## src/rtl/mc_controller_if.sv

```systemverilog
// Control bus between the multi-cycle main controller and the MIPS datapath.
// The controller sits on the master side: it takes the decoded IR fields, the
// ALU zero flag and the memory ready handshake, and drives every datapath
// enable and mux select. The datapath (or a bench acting as one) uses slave.
interface mc_controller_if;
  // Datapath -> controller
  logic [5:0] op;          // IR[31:26]
  logic [5:0] funct;       // IR[5:0]
  logic       zero;        // ALU zero flag, meaningful in EXEC
  logic       mem_ready;   // memory completes the current access this cycle

  // Controller -> datapath
  logic [2:0] state;       // FETCH=0 DECODE=1 EXEC=2 MEM=3 WB=4 MDU_WAIT=5
  logic       pc_we;
  logic [1:0] pc_src;      // 0=PC+4 1=branch 2=jump 3=rs
  logic       ir_we;
  logic       iord;        // memory address: 0=PC 1=ALU result
  logic       mem_req;
  logic       mem_we;
  logic [4:0] alu_ctrl;    // add=2 sub=6 and=0 or=1 slt=7 lui=9
  logic [2:0] alu_src;     // 0=rt 1=sext imm 2=zext imm 3=imm<<16
  logic       reg_we;
  logic [1:0] reg_dst;     // 0=rt 1=rd 2=r31
  logic [1:0] mem_to_reg;  // 0=ALU 1=mem 2=PC+4 3=HI/LO
  logic       hilo_sel;    // 0=LO 1=HI
  logic       mdu_start;
  logic       mdu_op;      // 0=mult 1=div
  logic       mdu_busy;
  logic       illegal;

  modport master (
    input  op, funct, zero, mem_ready,
    output state, pc_we, pc_src, ir_we, iord, mem_req, mem_we, alu_ctrl,
           alu_src, reg_we, reg_dst, mem_to_reg, hilo_sel, mdu_start,
           mdu_op, mdu_busy, illegal
  );

  modport slave (
    output op, funct, zero, mem_ready,
    input  state, pc_we, pc_src, ir_we, iord, mem_req, mem_we, alu_ctrl,
           alu_src, reg_we, reg_dst, mem_to_reg, hilo_sel, mdu_start,
           mdu_op, mdu_busy, illegal
  );
endinterface

```

## src/rtl/mc_controller.sv

```systemverilog
// Multi-cycle MIPS main controller.
// Sequences FETCH/DECODE/EXEC/MEM/WB (plus MDU_WAIT for mult/div) and decodes
// op/funct from the instruction register into datapath controls.
// Ports:
//   clk   - system clock, rising edge
//   reset - asynchronous, active-high; forces FETCH and silences all outputs
//   bus   - mc_controller_if.master: IR fields, zero, mem_ready in; controls out
// Only the state and the MDU latency counter are registered; every other
// output is combinational from state, op, funct, zero and mem_ready.
module mc_controller #(
  parameter int MULT_LAT = 5,   // MDU cycles for mult (>=1)
  parameter int DIV_LAT  = 10,  // MDU cycles for div  (>=1)
  parameter int CNT_W    = 4    // both latencies must fit in 2^CNT_W
) (
  input logic              clk,
  input logic              reset,
  mc_controller_if.master  bus
);

  typedef enum logic [2:0] {
    FETCH    = 3'd0,
    DECODE   = 3'd1,
    EXEC     = 3'd2,
    MEM      = 3'd3,
    WB       = 3'd4,
    MDU_WAIT = 3'd5
  } state_e;

  localparam logic [5:0] OP_RTYPE = 6'h00, OP_J   = 6'h02, OP_JAL = 6'h03,
                         OP_BEQ   = 6'h04, OP_BNE = 6'h05, OP_ADDI = 6'h08,
                         OP_ORI   = 6'h0D, OP_LUI = 6'h0F, OP_LW  = 6'h23,
                         OP_SW    = 6'h2B;
  localparam logic [5:0] F_NOP  = 6'h00, F_JR   = 6'h08, F_MFHI = 6'h10,
                         F_MFLO = 6'h12, F_MULT = 6'h18, F_DIV  = 6'h1A,
                         F_ADD  = 6'h20, F_ADDU = 6'h21, F_SUB  = 6'h22,
                         F_SUBU = 6'h23, F_AND  = 6'h24, F_OR   = 6'h25,
                         F_SLT  = 6'h2A;
  localparam logic [4:0] ALU_AND = 5'd0, ALU_OR = 5'd1, ALU_ADD = 5'd2,
                         ALU_SUB = 5'd6, ALU_SLT = 5'd7, ALU_LUI = 5'd9;

  state_e           state_q, state_n;
  logic [CNT_W-1:0] cnt_q, cnt_n;

  // Instruction class flags and the ALU setup shared by EXEC, MEM and WB.
  logic       is_ralu, is_addi, is_ori, is_lui, is_lw, is_sw, is_beq, is_bne;
  logic       is_j, is_jal, is_jr, is_nop, is_mult, is_div, is_mfhi, is_mflo;
  logic       is_ialu, is_mfx, legal, ends_in_decode;
  logic [4:0] alu_ctrl_d;
  logic [2:0] alu_src_d;

  always_comb begin
    // NOTE: every combinational output gets a default first so no path
    // through the case statements leaves a variable unassigned (no latches).
    {is_ralu, is_addi, is_ori, is_lui, is_lw, is_sw, is_beq, is_bne} = '0;
    {is_j, is_jal, is_jr, is_nop, is_mult, is_div, is_mfhi, is_mflo} = '0;
    alu_ctrl_d = ALU_AND;
    alu_src_d  = 3'd0;
    case (bus.op)
      OP_RTYPE: begin
        case (bus.funct)
          F_ADD, F_ADDU: begin is_ralu = 1'b1; alu_ctrl_d = ALU_ADD; end
          F_SUB, F_SUBU: begin is_ralu = 1'b1; alu_ctrl_d = ALU_SUB; end
          F_AND:         begin is_ralu = 1'b1; alu_ctrl_d = ALU_AND; end
          F_OR:          begin is_ralu = 1'b1; alu_ctrl_d = ALU_OR;  end
          F_SLT:         begin is_ralu = 1'b1; alu_ctrl_d = ALU_SLT; end
          F_JR:          is_jr   = 1'b1;
          F_NOP:         is_nop  = 1'b1;
          F_MULT:        is_mult = 1'b1;
          F_DIV:         is_div  = 1'b1;
          F_MFHI:        is_mfhi = 1'b1;
          F_MFLO:        is_mflo = 1'b1;
          default: ;
        endcase
      end
      OP_J:    is_j   = 1'b1;
      OP_JAL:  is_jal = 1'b1;
      OP_BEQ:  begin is_beq  = 1'b1; alu_ctrl_d = ALU_SUB; end
      OP_BNE:  begin is_bne  = 1'b1; alu_ctrl_d = ALU_SUB; end
      OP_ADDI: begin is_addi = 1'b1; alu_ctrl_d = ALU_ADD; alu_src_d = 3'd1; end
      OP_ORI:  begin is_ori  = 1'b1; alu_ctrl_d = ALU_OR;  alu_src_d = 3'd2; end
      OP_LUI:  begin is_lui  = 1'b1; alu_ctrl_d = ALU_LUI; alu_src_d = 3'd3; end
      OP_LW:   begin is_lw   = 1'b1; alu_ctrl_d = ALU_ADD; alu_src_d = 3'd1; end
      OP_SW:   begin is_sw   = 1'b1; alu_ctrl_d = ALU_ADD; alu_src_d = 3'd1; end
      default: ;
    endcase
    is_ialu = is_addi | is_ori | is_lui;
    is_mfx  = is_mfhi | is_mflo;
    legal   = is_ralu | is_ialu | is_lw | is_sw | is_beq | is_bne | is_j |
              is_jal | is_jr | is_nop | is_mult | is_div | is_mfx;
    // Jumps, nop and illegal encodings retire in DECODE.
    ends_in_decode = is_j | is_jal | is_jr | is_nop | ~legal;
  end

  // State register
  always_ff @(posedge clk or posedge reset) begin
    if (reset) begin
      state_q <= FETCH;
      cnt_q   <= '0;
    end else begin
      // NOTE: sequential state uses non-blocking assignments so every
      // register samples its next value from the same pre-edge snapshot.
      state_q <= state_n;
      cnt_q   <= cnt_n;
    end
  end

  // Next-state logic
  always_comb begin
    state_n = state_q;
    cnt_n   = cnt_q;
    unique case (state_q)
      FETCH:  if (bus.mem_ready) state_n = DECODE;
      DECODE: state_n = ends_in_decode ? FETCH : EXEC;
      EXEC: begin
        if (is_mult) begin
          state_n = MDU_WAIT;
          cnt_n   = CNT_W'(MULT_LAT - 1);
        end else if (is_div) begin
          state_n = MDU_WAIT;
          cnt_n   = CNT_W'(DIV_LAT - 1);
        end else if (is_lw | is_sw) begin
          state_n = MEM;
        end else if (is_beq | is_bne) begin
          state_n = FETCH;
        end else begin
          state_n = WB;
        end
      end
      MEM:    if (bus.mem_ready) state_n = is_sw ? FETCH : WB;
      WB:     state_n = FETCH;
      // The counter holds cycles remaining after this one, so LAT-1 loaded
      // in EXEC gives exactly LAT cycles here.
      MDU_WAIT: begin
        if (cnt_q == '0) state_n = FETCH;
        else             cnt_n   = cnt_q - 1'b1;
      end
      default: state_n = FETCH;
    endcase
  end

  // Output logic; reset gates everything so no strobe can glitch during it.
  always_comb begin
    bus.state      = state_q;
    bus.pc_we      = 1'b0;
    bus.pc_src     = 2'd0;
    bus.ir_we      = 1'b0;
    bus.iord       = 1'b0;
    bus.mem_req    = 1'b0;
    bus.mem_we     = 1'b0;
    bus.alu_ctrl   = 5'd0;
    bus.alu_src    = 3'd0;
    bus.reg_we     = 1'b0;
    bus.reg_dst    = 2'd0;
    bus.mem_to_reg = 2'd0;
    bus.hilo_sel   = 1'b0;
    bus.mdu_start  = 1'b0;
    bus.mdu_op     = 1'b0;
    bus.mdu_busy   = 1'b0;
    bus.illegal    = 1'b0;
    if (!reset) begin
      unique case (state_q)
        FETCH: begin
          bus.mem_req = 1'b1;
          bus.ir_we   = bus.mem_ready;
          bus.pc_we   = bus.mem_ready;
        end
        DECODE: begin
          if (is_j | is_jal) begin
            bus.pc_we  = 1'b1;
            bus.pc_src = 2'd2;
          end
          if (is_jal) begin
            bus.reg_we     = 1'b1;
            bus.reg_dst    = 2'd2;
            bus.mem_to_reg = 2'd2;
          end
          if (is_jr) begin
            bus.pc_we  = 1'b1;
            bus.pc_src = 2'd3;
          end
          bus.illegal = ~legal;
        end
        EXEC: begin
          bus.alu_ctrl = alu_ctrl_d;
          bus.alu_src  = alu_src_d;
          if (is_beq | is_bne) begin
            bus.pc_src = 2'd1;
            bus.pc_we  = is_beq ? bus.zero : ~bus.zero;
          end
          bus.mdu_start = is_mult | is_div;
          bus.mdu_op    = is_div;
        end
        MEM: begin
          bus.mem_req  = 1'b1;
          bus.iord     = 1'b1;
          bus.mem_we   = is_sw;
          bus.alu_ctrl = alu_ctrl_d;
          bus.alu_src  = alu_src_d;
        end
        WB: begin
          bus.reg_we     = 1'b1;
          bus.alu_ctrl   = alu_ctrl_d;
          bus.alu_src    = alu_src_d;
          bus.reg_dst    = (is_ralu | is_mfx) ? 2'd1 : 2'd0;
          bus.mem_to_reg = is_lw ? 2'd1 : (is_mfx ? 2'd3 : 2'd0);
          bus.hilo_sel   = is_mfhi;
        end
        MDU_WAIT: bus.mdu_busy = 1'b1;
        default: ;
      endcase
    end
  end

endmodule

```

## src/flat_wrapper.sv

```systemverilog
// flat-port wrapper written by rule: the top's interface ports become plain ports
module mc_controller_flat 
#(
  parameter int MULT_LAT = 5,                               
  parameter int DIV_LAT  = 10,                              
  parameter int CNT_W    = 4                                         
)
  (clk, reset, bus_op, bus_funct, bus_zero, bus_mem_ready, bus_state, bus_pc_we, bus_pc_src, bus_ir_we, bus_iord, bus_mem_req, bus_mem_we, bus_alu_ctrl, bus_alu_src, bus_reg_we, bus_reg_dst, bus_mem_to_reg, bus_hilo_sel, bus_mdu_start, bus_mdu_op, bus_mdu_busy, bus_illegal);
  mc_controller_if bus_i ();
  input logic clk;
  input logic reset;
  input wire logic [$bits(bus_i.op)-1:0] bus_op;
  input wire logic [$bits(bus_i.funct)-1:0] bus_funct;
  input wire logic [$bits(bus_i.zero)-1:0] bus_zero;
  input wire logic [$bits(bus_i.mem_ready)-1:0] bus_mem_ready;
  output wire logic [$bits(bus_i.state)-1:0] bus_state;
  output wire logic [$bits(bus_i.pc_we)-1:0] bus_pc_we;
  output wire logic [$bits(bus_i.pc_src)-1:0] bus_pc_src;
  output wire logic [$bits(bus_i.ir_we)-1:0] bus_ir_we;
  output wire logic [$bits(bus_i.iord)-1:0] bus_iord;
  output wire logic [$bits(bus_i.mem_req)-1:0] bus_mem_req;
  output wire logic [$bits(bus_i.mem_we)-1:0] bus_mem_we;
  output wire logic [$bits(bus_i.alu_ctrl)-1:0] bus_alu_ctrl;
  output wire logic [$bits(bus_i.alu_src)-1:0] bus_alu_src;
  output wire logic [$bits(bus_i.reg_we)-1:0] bus_reg_we;
  output wire logic [$bits(bus_i.reg_dst)-1:0] bus_reg_dst;
  output wire logic [$bits(bus_i.mem_to_reg)-1:0] bus_mem_to_reg;
  output wire logic [$bits(bus_i.hilo_sel)-1:0] bus_hilo_sel;
  output wire logic [$bits(bus_i.mdu_start)-1:0] bus_mdu_start;
  output wire logic [$bits(bus_i.mdu_op)-1:0] bus_mdu_op;
  output wire logic [$bits(bus_i.mdu_busy)-1:0] bus_mdu_busy;
  output wire logic [$bits(bus_i.illegal)-1:0] bus_illegal;
  assign bus_i.op = bus_op;
  assign bus_i.funct = bus_funct;
  assign bus_i.zero = bus_zero;
  assign bus_i.mem_ready = bus_mem_ready;
  assign bus_state = bus_i.state;
  assign bus_pc_we = bus_i.pc_we;
  assign bus_pc_src = bus_i.pc_src;
  assign bus_ir_we = bus_i.ir_we;
  assign bus_iord = bus_i.iord;
  assign bus_mem_req = bus_i.mem_req;
  assign bus_mem_we = bus_i.mem_we;
  assign bus_alu_ctrl = bus_i.alu_ctrl;
  assign bus_alu_src = bus_i.alu_src;
  assign bus_reg_we = bus_i.reg_we;
  assign bus_reg_dst = bus_i.reg_dst;
  assign bus_mem_to_reg = bus_i.mem_to_reg;
  assign bus_hilo_sel = bus_i.hilo_sel;
  assign bus_mdu_start = bus_i.mdu_start;
  assign bus_mdu_op = bus_i.mdu_op;
  assign bus_mdu_busy = bus_i.mdu_busy;
  assign bus_illegal = bus_i.illegal;
  mc_controller #(.MULT_LAT(MULT_LAT), .DIV_LAT(DIV_LAT), .CNT_W(CNT_W)) u_core (.clk(clk), .reset(reset), .bus(bus_i));
endmodule
```

## config.mk

```make
export PLATFORM = sky130hd
export DESIGN_NAME = mc_controller_flat
export DESIGN_NICKNAME = d
export VERILOG_FILES = /design/src/rtl/mc_controller_if.sv /design/src/rtl/mc_controller.sv /design/src/flat_wrapper.sv
export SDC_FILE = /design/constraint.sdc
export NUM_CORES = 1
export LEC_CHECK = 0
export ABC_AREA = 0
export CAP_MARGIN = 15
export CORE_MARGIN = 4
export CORE_UTILIZATION = 48
export CTS_CLUSTER_DIAMETER = 40
export DETAILED_ROUTE_END_ITERATION = 7
export HOLD_SLACK_MARGIN = 0.1
export PLACE_DENSITY = 0.86
export SLEW_MARGIN = 20
export SYNTH_ARGS = -nofsm -noshare
export SYNTH_HDL_FRONTEND = slang
export SYNTH_SLANG_ARGS = --single-unit
```

## constraint.sdc

```tcl
create_clock -name clk -period 3.23 [get_ports clk]
set_input_delay 0.323 -clock clk [delete_from_list [all_inputs] [get_ports clk]]
set_output_delay 0.323 -clock clk [all_outputs]
set_load 0.05 [all_outputs]
```

==> results of run 1 <==
[metrics by stage]
| step | area (µm²) | setup WS [ns] | std cells |
|---|---|---|---|
| after floorplan | 1150 | 0.318 | 170 |
| after global placement | 1610 | 0.295 | 233 |
| after detailed placement | 1610 | 0.216 | 233 |
| after CTS | 1630 | 0.204 | 237 |
| after global routing | 1630 | 0.0692 | 237 |
| final | 1630 | 0.176 | 237 |
[cells in the mapped netlist, types with 5 or more instances]
library cell,n
nand2b_1,9
dfrtp_1,7
nand2_1,12
nand4_1,6
nor3_1,11
nand3_1,6
nor2_1,15
a211oi_1,5
clkbuf_1,6
or2_2,5
a21oi_1,12
inv_1,10
o21ai_0,7
[power breakdown]
part / leakage (µW) / internal [µW] / total (µW) / switching [µW]
Sequential: 0.0000962 / 89.9 / 96.8 / 6.95
Clock: 0.0000150 / 47.2 / 79.9 / 32.7
Combinational: 0.000557 / 56.8 / 145 / 88.2
Total: 0.000668 / 194 / 322 / 128
[area by class of cell]
| type | instances | area [µm²] |
|---|---|---|
| Timing Repair Buffer | 47 | 483 |
| Fill cell | 170 | 621 |
| Clock buffer | 4 | 26.3 |
| Tap cell | 28 | 35.0 |
| Multi-Input combinational cell | 141 | 877 |
| Inverter | 10 | 37.5 |
| Sequential cell | 7 | 175 |
[how the worst max path moves through the flow]
stage          startpoint     endpoint  slack (ns)  cells after the start
2_1_floorplan   bus_op[5]    bus_pc_we        0.32                      5
3_3_place_gp    bus_op[0]    bus_pc_we        0.30                      7
3_5_place_dp    bus_op[5]  bus_illegal        0.22                      6
4_1_cts         bus_op[5]  bus_illegal        0.20                      6
5_1_grt         bus_op[1]  bus_illegal        0.07                      6
6_report        bus_op[5]  bus_illegal        0.18                      6
[registers in the layout (all words and copies together) (netlist names)]
name              flops
u_core.cnt_q          4
u_core.bus.state      3
[cells by family (layout without fill, tap and decap cells)]
kind of cell / after synthesis / count (layout)
flip-flops: 7 / 7
AO/OA/AOI/OAI: 41 / 41
XOR/XNOR: 1 / 1
AND/OR/NAND/NOR: 94 / 94
buffers and inverters: 22 / 61
adder cells (fa/ha/maj): 1 / 1
multiplexers: 2 / 2
other: 1 / 2
[per-layer routing]
metal	global-route usage	vias to the layer above
met5	0	-
met4	0.116	0
met3	0.0253	12
met2	0.396	52
met1	0.271	690
li1	-	703
[worst max-delay path, delay by kind of cell]
family / cells / cell delay [ns]
AND/OR/NAND/NOR: 3 / 0.97
AO/OA/AOI/OAI: 1 / 0.18
buffers and inverters: 2 / 1.26
==> key figures, run 1 <==
Clock tree
  – Htree depth: 1
  – Setup Buffers After CTS: 0
  – Post-cts resize count: 0
  – Clock buffer depth: 2
  – Num CTS Buffers: 3
  – CTS Root Cell: clkbuf_4
  – CTS sink count: 7
  – Clock-pin slew on the worst setup and hold paths: around 0.05 ns
  – Hold Buf Count CTS: 0
  – Clock latency on the worst-skew pair: 0.25 ns
  – CTS tree: built

Logic synthesis
  – Most used DFF post-synth: dfrtp_1
  – Distinct cell type count after synthesis: 49
  – Compound-Gate Fraction of Synth Area: 0.235
  – Simple-Gate Fraction of Synth Area: 0.485
  – Post-Syn Instances: 169
  – Mapped Area: 1150 µm²
  – Synth Area in Adders: 0.0109
  – Largest family of logic cells by synthesized area: simple AND/OR/NAND/NOR gates
  – Post-synth ARST share: 1.00
  – #FFs+latches synth: 7
  – Biggest area consumer among synthesized cells: dfrtp_1
  – Syn avg cell area: just under 7 µm²
  – Post-synthesis sequential area ratio: 0.153
  – Multiplexer share of the synthesized area: 0.0185
  – Top-area cell type share of the netlist area: 0.153
  – Syn. warnings: 0
  – Synth Area in XOR/XNOR: 0.00763
  – Top cells by area, synth: dfrtp_1 15%, a21oi_1 5.2%, nand2b_1 4.9%
  – EDFF count, synth: 0

Finish
  – Final net count: about 230
  – Most frequent cells in the layout: 27 x clkdlybuf4s50_1, 15 x nor2_1, 15 x buf_4
  – Final Util: 0.725
  – Diodes inserted: 0
  – Commonest non-fill, non-tap cell in the layout: clkdlybuf4s50_1
  – P&R area growth vs syn: 42.3%
  – Share of post-route cells with drive strength above 1: 0.163

Setup path
  – CP Data Required Time: 2.91 ns
  – Crit-path slowest cell: clkdlybuf4s50_1
  – CP startpoint kind: input pin
  – R2r startpoint: u_core.bus.state[1]
  – Worst Path Arrival: roughly 2.7 ns
  – CP peak stage delay: around 0.71 ns
  – Worst reg2reg path endpoint: u_core.cnt_q[1]
  – Most frequent CP cell: clkdlybuf4s50_1
  – Critical-path cell list: clkdlybuf4s50_1 -> or3_1 -> nor4_4 -> o21ai_0 -> and4b_1 -> clkdlybuf4s50_1
  – Crit Path Class: in2out
  – Crit-path max FO: 9
  – Flop2flop setup slack: 1.30 ns
  – Worst Setup End Kind: output port
  – R2R depth: 4

Route
  – Drc violations: 0
  – Routed wl met3: around 150 µm
  – DR WL/cell: between 15 and 20 µm
  – DR vias: about 1500
  – Routed met2 length: between 1.5 and 2 mm
  – Antenna-violating nets left: 0
  – Vias/cell: 6.15
  – Final WL: roughly 3.6 mm
  – Uppermost layer routed: met4
  – Wl on met1: between 1.5 and 2 mm
  – Detailed Routing Iterations Pass 1: 4
  – DR iter-0 viols: 98

Global routing
  – First-pass GRT wire length: 6.08 mm
  – Congestion Overflow GR: 0
  – Initial antenna violation count: 0
  – Largest net degree at the start of global routing: 14
  – Total Routing Usage GR: 0.227
  – Vias in the first global route: 1382

Floorplan
  – Core Region: about 2300 µm²
  – Die Wd: about 57 µm
  – I/O pin count: 44
  – Cell Rows: 17
  – Die height: roughly 57 µm
  – Initial Util: 0.509
  – Die Area: approximately 3200 µm²

STA
  – Slew Limit Fails: 0
  – Period Utilization, post-route: 0.945
  – Max-slew headroom: 0.650
  – Fmax: between 300 and 400 MHz
  – Final setup fails: 0
  – Final Hold Vio Count: 0
  – Unrepaired setup endpoints after global routing: no
  – Slew @ Worst Pin: 0.524 ns
  – Final setup TNS: 0 ns
  – Post-route minimum period: around 3.1 ns
  – Fin Hold WS: between 0.4 and 0.5 ns
  – Setup Skew: roughly 0.0062 ns

Power
  – Tot Pwr: between 300 and 400 µW
  – Maximum vdd ir drop: ~140 µV
  – PD cells: about 200 nW/µm²
  – Static Leakage: around 0.00067 µW

Placement
  – I/O Buffers: between 40 and 50
  – DP Wirelength: 2.93 mm
  – GP Congestion: roughly 0.92

Status
  – Outcome: finished, final reports clean

Worst hold path
  – Worst min-delay path class: in2async

Job
  – Max-cap violations: 0
Power figures use the tool's default switching activity.
==> inputs of run 2 (changes only) <==
--- a/config.mk
+++ b/config.mk
@@ -8,11 +8,12 @@
 export ABC_AREA = 0
 export CAP_MARGIN = 15
 export CORE_MARGIN = 4
-export CORE_UTILIZATION = 48
+export CORE_UTILIZATION = 49
+export CTS_BUF_LIST = sky130_fd_sc_hd__clkbuf_8
 export CTS_CLUSTER_DIAMETER = 40
 export DETAILED_ROUTE_END_ITERATION = 7
 export HOLD_SLACK_MARGIN = 0.1
-export PLACE_DENSITY = 0.86
+export PLACE_DENSITY = 0.88
 export SLEW_MARGIN = 20
 export SYNTH_ARGS = -nofsm -noshare
 export SYNTH_HDL_FRONTEND = slang
==> key figures, run 2 (synthesized netlist as in run 1, its figures left out) <==
STA
  – Setup Skew: about 0.00053 ns
  – Post-route minimum period: 2.83 ns
  – Unrepaired setup endpoints after global routing: no
  – Final setup fails: 0
  – Post-route setup slack: approximately 0.4 ns
  – Slew Limit Fails: 0
  – Fmax: between 300 and 400 MHz
  – Final Hold Vio Count: 0
  – Slew @ Worst Pin: roughly 0.51 ns
  – Period Utilization, post-route: 0.875
  – Max-slew headroom: 0.658
  – Final setup TNS: 0 ns

Global routing
  – Congestion Overflow GR: 0
  – Initial antenna violation count: 0
  – Largest net degree at the start of global routing: 14
  – Total Routing Usage GR: 0.235
  – Vias in the first global route: around 1300
  – First-pass GRT wire length: roughly 6 mm

Finish
  – Final net count: around 230
  – Design area: about 1600 µm²
  – Share of post-route cells with drive strength above 1: 0.159
  – Commonest non-fill, non-tap cell in the layout: clkdlybuf4s50_1
  – Most frequent cells in the layout: 26 x clkdlybuf4s50_1, 15 x nor2_1, 14 x buf_4
  – P&R area growth vs syn: 42.4%
  – Largest register FFs: 4
  – Diodes inserted: 0
  – Fin cells: around 240
  – Largest Register: u_core.cnt_q

Power
  – Psw: about 130 µW
  – Sw Share: 0.367
  – PD cells: between 200 and 250 nW/µm²
  – Sequential share of power: 0.270
  – Static Leakage: ~0.00067 µW
  – Maximum vdd ir drop: between 200 and 250 µV
  – Logic pwr share: 0.395
  – Tot Pwr: around 360 µW
  – Clk network pwr share: 0.336
  – Internal power: roughly 230 µW

Setup path
  – R2r startpoint: u_core.bus.state[1]
  – CP Data Required Time: 2.91 ns
  – Critical-path cell list: clkdlybuf4s50_1 -> or3_1 -> nor4_1 -> buf_4 -> a211oi_1 -> o31ai_1 -> buf_12
  – Worst Path Arrival: approximately 2.5 ns
  – Crit Path Class: in2out
  – CP peak stage delay: ~0.56 ns
  – Crit-path slowest cell: clkdlybuf4s50_1
  – CP startpoint kind: input pin
  – Worst Setup End Kind: output port
  – Crit path launch: bus_op[5]
  – Crit-path max FO: 9

Clock tree
  – Num CTS Buffers: 3
  – Post-cts resize count: 0
  – CTS sink count: 7
  – CTS tree: built
  – Htree depth: 1
  – CTS Root Cell: clkbuf_8
  – Clock latency on the worst-skew pair: 0.23 ns
  – Clock buffer depth: 2
  – Hold Buf Count CTS: 0
  – Clock-pin slew on the worst setup and hold paths: 0.04 ns
  – Setup Buffers After CTS: 0

Floorplan
  – I/O pin count: 44
  – Initial Util: 0.519
  – Die height: about 56 µm
  – Die Area: roughly 3200 µm²
  – Cell Rows: 17
  – Core Region: between 2000 and 2500 µm²
  – Die Wd: approximately 56 µm

Placement
  – Placed Area: about 1600 µm²
  – I/O Buffers: 41
  – DP Wirelength: between 2 and 3 mm
  – Dpl cells: between 200 and 250
  – GP Congestion: approximately 0.90
  – Pre-CTS setup slack: roughly 0.42 ns

Worst hold path
  – Worst min-delay path class: in2async

Route
  – Antenna-violating nets left: 0
  – Drc violations: 0
  – DR vias: between 1000 and 1500
  – Final WL: 3.55 mm
  – DR iter-0 viols: between 50 and 60
  – DR WL/cell: 15.1 µm
  – Detailed Routing Iterations Pass 1: 4
  – Vias/cell: a little over 6

Status
  – Outcome: finished, final reports clean

Job
  – Max-cap violations: 0
## run 2: routing by layer
metal / wire length, µm / GRT usage
met5: 0 / 0
met1: 1540 / 0.292
met2: 1790 / 0.399
met3: 150 / 0.0276
met4: 62 / 0.112
## run 2: power groups by stage
stage               registers [µW]  logic (µW)  clock network (µW)
floorplan                      100        86.8                   0
global placement              97.7         139                   0
detailed placement            98.1         141                   0
CTS                           96.9         142                 123
global route                  97.8         153                 129
finish                        97.2         142                 121
## run 2: worst paths after layout
| path | slack, ns | end | cells after the start |
|---|---|---|---|
| max | 0.40 | bus_pc_we | 7 |
| min | 0.49 | u_core.bus.state[0] | 2 |
| max reg2reg | 1.30 | u_core.cnt_q[1] | 4 |
| min reg2reg | 0.54 | u_core.cnt_q[2] | 2 |
| max in group asynchronous | 2.49 | u_core.cnt_q[0] | 2 |
| min in group clk | 0.54 | u_core.cnt_q[2] | 2 |
## run 2: area by class of cell
class / instances / area, µm²
clock buffer: 3 / 41.3
multi-input combinational: 141 / 877
inverter: 10 / 37.5
fill: 191 / 577
sequential: 7 / 175
clock inverter: 1 / 3.75
timing repair buffer: 45 / 465
tap: 28 / 35.0
## run 2: critical path, delay by kind of cell
kind                   cells  cell delay (ns)
AO/OA/AOI/OAI              2             0.45
AND/OR/NAND/NOR            2             0.80
buffers and inverters      3             0.93
## run 2: metrics by stage
stage	hold WS [ns]	utilization
floorplan	0.140	-
global placement	0.522	0.719
detailed placement	0.531	0.719
CTS	0.504	0.739
global route	0.555	0.739
finish	0.492	0.739
==> inputs of run 3 (changes only) <==
--- a/config.mk
+++ b/config.mk
@@ -8,12 +8,13 @@
 export ABC_AREA = 0
 export CAP_MARGIN = 15
 export CORE_MARGIN = 4
-export CORE_UTILIZATION = 49
+export CORE_UTILIZATION = 40
 export CTS_BUF_LIST = sky130_fd_sc_hd__clkbuf_8
 export CTS_CLUSTER_DIAMETER = 40
 export DETAILED_ROUTE_END_ITERATION = 7
-export HOLD_SLACK_MARGIN = 0.1
-export PLACE_DENSITY = 0.88
+export HOLD_SLACK_MARGIN = 0.08
+export PLACE_DENSITY = 0.74
+export REMOVE_ABC_BUFFERS = 1
 export SLEW_MARGIN = 20
 export SYNTH_ARGS = -nofsm -noshare
 export SYNTH_HDL_FRONTEND = slang
==> key figures, run 3 (synthesized netlist as in run 1, its figures left out) <==
Floorplan
  – Cell Rows: 19
  – I/O pin count: 44
  – Die Wd: slightly above 60 µm
  – Die Area: roughly 3800 µm²
  – Die height: 61.6 µm
  – Core Region: around 2800 µm²
  – Initial Util: 0.417

Finish
  – Largest register FFs: 4
  – Design area: approximately 1600 µm²
  – P&R area growth vs syn: 43.4%
  – Largest Register: u_core.cnt_q
  – Diodes inserted: 0
  – Final Util: 0.597
  – Commonest non-fill, non-tap cell in the layout: clkdlybuf4s50_1
  – Most frequent cells in the layout: 26 x clkdlybuf4s50_1, 15 x nor2_1, 15 x buf_4
  – Final net count: around 230
  – Share of post-route cells with drive strength above 1: 0.163

Setup path
  – Crit-path slowest cell: clkdlybuf4s50_1
  – Worst Setup End Kind: output port
  – CP Data Required Time: roughly 2.9 ns
  – CP startpoint kind: flop
  – Crit-path max FO: 13
  – Critical-path cell list: nor2_1 -> nand2_1 -> a21o_1 -> a211oi_1 -> clkdlybuf4s50_1
  – Crit Path Class: reg2out
  – WP buf/inv: 1
  – Critical path's top delay family: buffers and inverters
  – Flop2flop setup slack: between 1 and 1.5 ns
  – Worst Path Arrival: roughly 2.5 ns
  – CP peak stage delay: roughly 0.84 ns

STA
  – Unrepaired setup endpoints after global routing: no
  – Max-slew headroom: 0.658
  – Final setup fails: 0
  – Fin Hold WS: about 0.51 ns
  – Post-route minimum period: between 2 and 3 ns
  – Setup Skew: ~0.0014 ns
  – Slew @ Worst Pin: ~0.51 ns
  – Period Utilization, post-route: 0.869
  – Slew Limit Fails: 0
  – Final Hold Vio Count: 0
  – Final setup TNS: 0 ns
  – Fmax: between 300 and 400 MHz

Power
  – Static Leakage: about 0.00068 µW
  – Tot Pwr: about 360 µW
  – PD cells: approximately 220 nW/µm²
  – Maximum vdd ir drop: approximately 280 µV

Route
  – Detailed Routing Iterations Pass 1: 4
  – Final WL: about 3.6 mm
  – Routed met2 length: 1.85 mm
  – DR iter-0 viols: between 60 and 70
  – DR WL/cell: around 15 µm
  – Drc violations: 0
  – Vias/cell: around 6
  – Antenna-violating nets left: 0
  – Routed wl met3: 175 µm
  – Wl on met1: approximately 1.6 mm
  – Uppermost layer routed: met4
  – DR vias: about 1400

Clock tree
  – CTS Root Cell: clkbuf_8
  – Num CTS Buffers: 3
  – CTS tree: built
  – Post-cts resize count: 0
  – Setup Buffers After CTS: 0
  – Clock latency on the worst-skew pair: between 0.2 and 0.25 ns
  – Hold Buf Count CTS: 0
  – Clock-pin slew on the worst setup and hold paths: around 0.04 ns
  – Clock buffer depth: 2
  – Htree depth: 1
  – CTS sink count: 7

Global routing
  – Largest net degree at the start of global routing: 14
  – Congestion Overflow GR: 0
  – Initial antenna violation count: 0
  – Total Routing Usage GR: 0.203
  – Vias in the first global route: about 1300
  – First-pass GRT wire length: around 5.9 mm

Placement
  – Placed Area: about 1600 µm²
  – I/O Buffers: 41
  – GP Congestion: 0.915
  – DP Wirelength: 2.93 mm

Worst hold path
  – Worst min-delay path class: in2async

Job
  – Max-cap violations: 0

Status
  – Outcome: finished, final reports clean
==> run 3: cell types whose count changed in the layout (fill, tap and decap cells not counted) <==
| cell | change |
|---|---|
| buf_4 | +1 |
==> run 3: final timing paths <==
check | start | to | cells past startpoint
setup / recovery | u_core.bus.state[1] | bus_alu_src[0] | 5
hold / removal | reset | u_core.bus.state[2] | 2
setup reg to reg | u_core.bus.state[1] | u_core.cnt_q[1] | 4
hold reg to reg | u_core.cnt_q[2] | u_core.cnt_q[2] | 2
max in group asynchronous | reset | u_core.cnt_q[1] | 2
min in group clk | u_core.cnt_q[2] | u_core.cnt_q[2] | 2
==> run 3: per-layer routing <==
layer  up-vias  global-route usage
li1        700                   -
met1       671               0.244
met2        40               0.368
met3         4              0.0294
met4         0              0.0636
met5         -                   0
==> run 3: layout make-up <==
class | instances | area (µm²)
clock buffers | 3 | 41.3
clock inverters | 1 | 3.75
fillers | 261 | 1110
inverters | 10 | 37.5
multi-input cells | 141 | 877
flip-flops and latches | 7 | 175
well taps | 31 | 38.8
repair buffers | 46 | 473
==> run 3: worst reg2reg max path, stage by stage (launching register included) <==
cell     delay, ns
dfrtp_1       0.55
nor3b_1       0.37
nand4_1       0.31
nand2_1       0.22
mux2_2        0.35
==> run 3: stage by stage <==
stage	instances	setup WS [ns]
2_1_floorplan	158	0.386
3_3_place_gp	235	0.518
3_5_place_dp	235	0.484
4_1_cts	239	0.426
5_1_grt	239	0.277
6_report	239	0.423
==> run 3: report_power, final <==
group,total [µW],switching [µW],internal (µW)
clock,120,38.1,82.2
combinational,144,87.4,56.4
sequential,97.2,7.05,90.2
